**config.mk**
```make
export PLATFORM = sky130hd
export DESIGN_NAME = branch_target_buffer
export DESIGN_NICKNAME = d
export VERILOG_FILES = /design/src/rtl/branch_target_buffer_pkg.sv /design/src/rtl/branch_target_buffer_sat_counter2.sv /design/src/rtl/branch_target_buffer.sv
export SDC_FILE = /design/constraint.sdc
export NUM_CORES = 2
export LEC_CHECK = 0
export CORE_ASPECT_RATIO = 1.75
export CORE_UTILIZATION = 50
export DETAILED_ROUTE_END_ITERATION = 6
export PLACE_DENSITY_LB_ADDON = 0.3
export SKIP_LAST_GASP = 1
export SYNTH_ARGS = -nofsm -noshare
export SYNTH_HDL_FRONTEND = slang
export SYNTH_SLANG_ARGS = --single-unit
```
**constraint.sdc**
```tcl
create_clock -name clk -period 11.71 [get_ports clk]
set_clock_uncertainty 0.2 [all_clocks]
set_input_delay 3.513 -clock clk [delete_from_list [all_inputs] [get_ports clk]]
set_output_delay 3.513 -clock clk [all_outputs]
set_load 0.03 [all_outputs]
```
**src/rtl/branch_target_buffer_pkg.sv**
```systemverilog
// branch_target_buffer_pkg: shared counter encodings and table geometry for the BTB.
package branch_target_buffer_pkg;
  typedef enum logic [1:0] {SNT = 2'd0, WNT = 2'd1, WT = 2'd2, ST = 2'd3} cnt_e;
  localparam int DEF_IDX_W = 6;
  localparam int TAG_W = 30 - DEF_IDX_W;
  localparam int ENTRIES = 1 << DEF_IDX_W;
  localparam logic [1:0] CNT_INIT = WT;
endpackage

```
**src/rtl/branch_target_buffer_sat_counter2.sv**
```systemverilog
// sat_counter2: next value of a 2-bit saturating counter given a taken bit.
module sat_counter2
  import branch_target_buffer_pkg::*;
(
  input  logic [1:0] cnt,
  input  logic       taken,
  output logic [1:0] nxt
);
  always_comb nxt = taken ? ((cnt == ST) ? ST : cnt + 2'd1) : ((cnt == SNT) ? SNT : cnt - 2'd1);
endmodule

```
**src/rtl/branch_target_buffer.sv**
```systemverilog
// branch_target_buffer: direct-mapped BTB with 2-bit counters, async lookup, EX-stage training.
module branch_target_buffer
  import branch_target_buffer_pkg::*;
#(
  parameter int         IDX_W    = DEF_IDX_W,
  parameter logic [1:0] CNT_INIT = branch_target_buffer_pkg::CNT_INIT
) (
  input  logic        clk,
  input  logic        rst,
  input  logic [31:0] PCF,
  output logic        BranchPredictedF,
  output logic        BranchPredictedTakenF,
  output logic [31:0] BranchPredictedTargetF,
  input  logic [31:0] PCE,
  input  logic        BrInstE,
  input  logic        StallE,
  input  logic        BranchE,
  input  logic [31:0] BranchTarget,
  input  logic        BranchPredictedE,
  input  logic        BranchPredictedTakenE,
  output logic [31:0] BrCount,
  output logic [31:0] MispredCount
);
  localparam int TW = 30 - IDX_W;
  localparam int N  = 1 << IDX_W;
  logic [N-1:0]  valid;
  logic [TW-1:0] tag_q [N];
  logic [31:0]   tgt_q [N];
  logic [1:0]    cnt_q [N];
  logic [IDX_W-1:0] f_idx, e_idx;
  logic [TW-1:0]    f_tag, e_tag;
  logic             hit_f, hit_e, upd, mispred;
  logic [1:0]       cnt_nxt;
  assign f_idx = PCF[IDX_W+1:2];
  assign f_tag = PCF[31:IDX_W+2];
  assign e_idx = PCE[IDX_W+1:2];
  assign e_tag = PCE[31:IDX_W+2];
  assign hit_f = valid[f_idx] && (tag_q[f_idx] == f_tag);
  assign hit_e = valid[e_idx] && (tag_q[e_idx] == e_tag);
  assign upd = BrInstE & ~StallE;
  assign mispred = upd & ((BranchPredictedE & BranchPredictedTakenE) != BranchE);
  assign BranchPredictedF = hit_f;
  assign BranchPredictedTakenF = hit_f & cnt_q[f_idx][1];
  assign BranchPredictedTargetF = hit_f ? tgt_q[f_idx] : 32'b0;
  sat_counter2 u_sat (.cnt(cnt_q[e_idx]), .taken(BranchE), .nxt(cnt_nxt));
  always_ff @(posedge clk) begin
    if (rst) begin
      valid <= '0;
      BrCount <= '0;
      MispredCount <= '0;
    end else if (upd) begin
      BrCount <= BrCount + 32'd1;
      if (mispred) MispredCount <= MispredCount + 32'd1;
      if (!hit_e && BranchE) valid[e_idx] <= 1'b1;
    end
  end
  // Payload storage has no reset; valid bits alone gate its visibility.
  always_ff @(posedge clk) begin
    if (!rst && upd) begin
      if (hit_e) begin
        cnt_q[e_idx] <= cnt_nxt;
        if (BranchE) tgt_q[e_idx] <= BranchTarget;
      end else if (BranchE) begin
        tag_q[e_idx] <= e_tag;
        tgt_q[e_idx] <= BranchTarget;
        cnt_q[e_idx] <= CNT_INIT;
      end
    end
  end
endmodule

```
==> flow_metrics.tcl <==
set metrics [dict create \
    status "finished, violations left" \
    violations "DRC, setup timing" \
    end_kind "output port" \
    synth.distinct_cells 84 \
    synth_area_per_cell_sq_um 20.5 \
    synthAdderAreaFrac_pct 0.0155 \
    r2r_slack_ns 5.87 \
    ys_warn_count 0 \
    synth.top_cell.area_share_pct 68.8 \
    antenna_found_initial 38 \
    viasPerCell 7.18 \
    syn-num-nets 7990 \
    cp.required_ns 8.00 \
    drv_slew 0 \
    startpoint_type "input pin" \
    drtAntennaViolNets 0 \
    max_slew_margin_pct 0.762 \
    r2r-start "tag_q[47][2]$_DFFE_PP_" \
    vias 92600 \
    period_share_pct 100 \
    fp.coreArea_sq_mm 0.323 \
    synth_area_sq_mm 0.162 \
    setup_viol 4 \
    fin_cells 12900 \
    worstSkewPairLatency_ns 0.95 \
    grt_remaining_overflow 0 \
    holdPathEnd "valid[28]$_SDFFE_PP0P_" \
    die_area_sq_mm 0.326 \
    finalCoreUtilization_pct 57.0 \
    maxCapViolations 0 \
    worst_pin_slew_ns 1.48 \
    routedWlPerCell_um 41.3 \
    layout-drive-gt1-share_pct 31.3 \
    holdBufCountCts 0 \
    synth.area.mux_share_pct 20.7 \
    synth_top_area_cell "edfxtp_1" \
    synth.area.top_cells "edfxtp_1, mux4_2, dfxtp_1" \
    die_h_um 755 \
    dpl_cell_area_sq_mm 0.172 \
    power_mw 28.7 \
    final_common_cell "edfxtp_1" \
    synth_top_family_by_area "multiplexers" \
    area_growth_pct 13.6 \
    dr.pass1.iters 7 \
    holdPathStages 2 \
    place_inst 12200 \
    synthXorXnorAreaFrac_pct 0.519 \
    drc 5 \
    cts_tree "built" \
    period_minus_slack_ns 11.76 \
    root_buffer "clkbuf_16" \
    hold_viol_final 0 \
    layout_common_cells "edfxtp_1, mux4_2, buf_4" \
    async_flop_share_pct 0 \
    die_x_um 432 \
    power.density_mw_per_mm2 156 \
    synth_edf_count 3712 \
    cp.arrival_ns 8.04 \
    start_util_pct 50.2 \
    cts_num_sinks 3840 \
    setup_ws_ns -0.0472 \
    whs_ns 0.274 \
    rows 276 \
    critical_path_class "in -> out" \
    synth-compound-area-share_pct 4.25 \
    fin_nets 8378 \
    cts_buffer_depth 4 \
    max_freq_ghz 0.0851 \
    setup-tns-final_ns -0.0968 \
    cts_buffers 346 \
    preCtsSetupSlack_ns -0.261 \
    final_area_sq_mm 0.184 \
    hold_class "reg -> reg" \
    hp-start "valid[28]$_SDFFE_PP0P_" \
    grt_pass1_wl_mm 728 \
    leakage_nw 57.5 \
    placement.io_buffers 196 \
    ir_drop_mv 0.114 \
    place_hpwl_mm 304 \
    io_pins 201 \
    syn-instance-count 7885 \
    grt_max_degree 138 \
    synth_seq_cells 3840 \
    clk_pin_slew_ns 0.06 \
    synth_flop_cell "edfxtp_1" \
    crit-reg2reg-capture "tag_q[34][19]$_DFFE_PP_" \
    gp_congestion 0.944 \
    synthSimpleGateAreaFrac_pct 2.28 \
    dr.first_iter.drc_count 14400 \
    yosysSeqAreaShare_pct 70.4 \
    ctsHtreeMaxLevel 5 \
    grt_pass1_vias 92500 \
    wl_mm 532 \
    worst-path-max-fanout 34 \
    grt.total_usage_pct 32.4 \
    rr_worst_depth 12 \
]
## where the power goes
group | leakage [nW] | internal [mW] | total (mW) | switching [mW]
Clock | 5.57 | 6.53 | 11.7 | 5.13
Combinational | 17.6 | 0.747 | 1.94 | 1.20
Sequential | 34.4 | 15.1 | 15.1 | 0.00676
## layout make-up
class,instances,area [sq um]
Antenna cell,26,65.1
Sequential cell,3840,114000
Inverter,62,249
Timing Repair Buffer,656,6720
Tap cell,4309,5390
Clock buffer,418,9250
Clock inverter,214,2150
Fill cell,23600,139000
Multi-Input combinational cell,3367,46000
## cells by family after synthesis
logic type,Yosys count
xor gates and xnor gates,96
buffers and inverters,678
AOI/OAI and AO/OA,886
adders and majority gates,2
DFF,3840
and+or+nand+nor,712
muxes,1671
## sequential cells by signal, indices dropped and copies added, names as in the netlist
| register | cells |
|---|---|
| cnt_q | 128 |
| BrCount | 32 |
| valid | 64 |
| MispredCount | 32 |
| tag_q | 1536 |
| tgt_q | 2048 |
## worst max-delay path by stage
| stage | start | end | slack, ns | cells after the start |
|---|---|---|---|---|
| 6_report | PCF[2] | BranchPredictedTargetF[22] | -0.05 | 19 |
| 5_1_grt | PCF[2] | BranchPredictedTargetF[22] | -0.02 | 19 |
| 4_1_cts | PCF[2] | BranchPredictedTargetF[22] | 0.03 | 19 |
| 3_5_place_dp | PCF[2] | BranchPredictedTargetF[22] | -0.26 | 16 |
| 3_3_place_gp | PCF[2] | BranchPredictedTargetF[22] | -0.26 | 18 |
| 2_1_floorplan | PCF[2] | BranchPredictedTargetF[16] | 0.29 | 15 |
## what timing repair did
item,4_1_cts,5_1_grt
setup endpoints to repair,33,34
pin swaps,1,1
setup buffers,8,4
cloned,4,1
resized for setup,12,11
## cell usage after synthesis (33+ instances only)
library cell,instances
edfxtp_1,3712
o2111a_1,40
xor2_1,50
o32ai_1,54
a22o_1,39
o22ai_1,67
nor2_1,174
nand2_1,109
buf_2,208
dfxtp_1,128
nor2b_1,52
inv_1,58
o21ai_0,52
a21oi_1,92
clkbuf_1,325
mux4_2,1329
nand4_1,33
mux2i_1,249
a211oi_1,37
buf_1,45
a221oi_1,129
a22oi_1,167
xnor2_1,46
mux2_2,66
nor3_1,92
nand3_1,77
## per-layer routing
layer | up-vias | track usage (%) | routed length, um
li1 | 34700 | - | -
met1 | 48400 | 37.7 | 166000
met2 | 7461 | 52.4 | 259000
met3 | 2061 | 7.36 | 57900
met4 | 14 | 25.1 | 49100
met5 | - | 0 | 94
## worst max-delay path: stages
cell	delay, ns
buf_16	0.17
buf_16	0.18
buf_16	0.18
mux4_2	0.51
mux4_2	0.45
nor2b_1	0.15
a211oi_2	0.20
a31oi_1	0.07
buf_4	0.23
xnor2_1	0.15
buf_4	0.17
nand4_1	0.14
nand3b_1	0.30
buf_6	0.21
or4_4	0.58
buf_12	0.18
a211oi_2	0.22
buf_4	0.17
buf_12	0.12
Power figures use the tool's default switching activity.
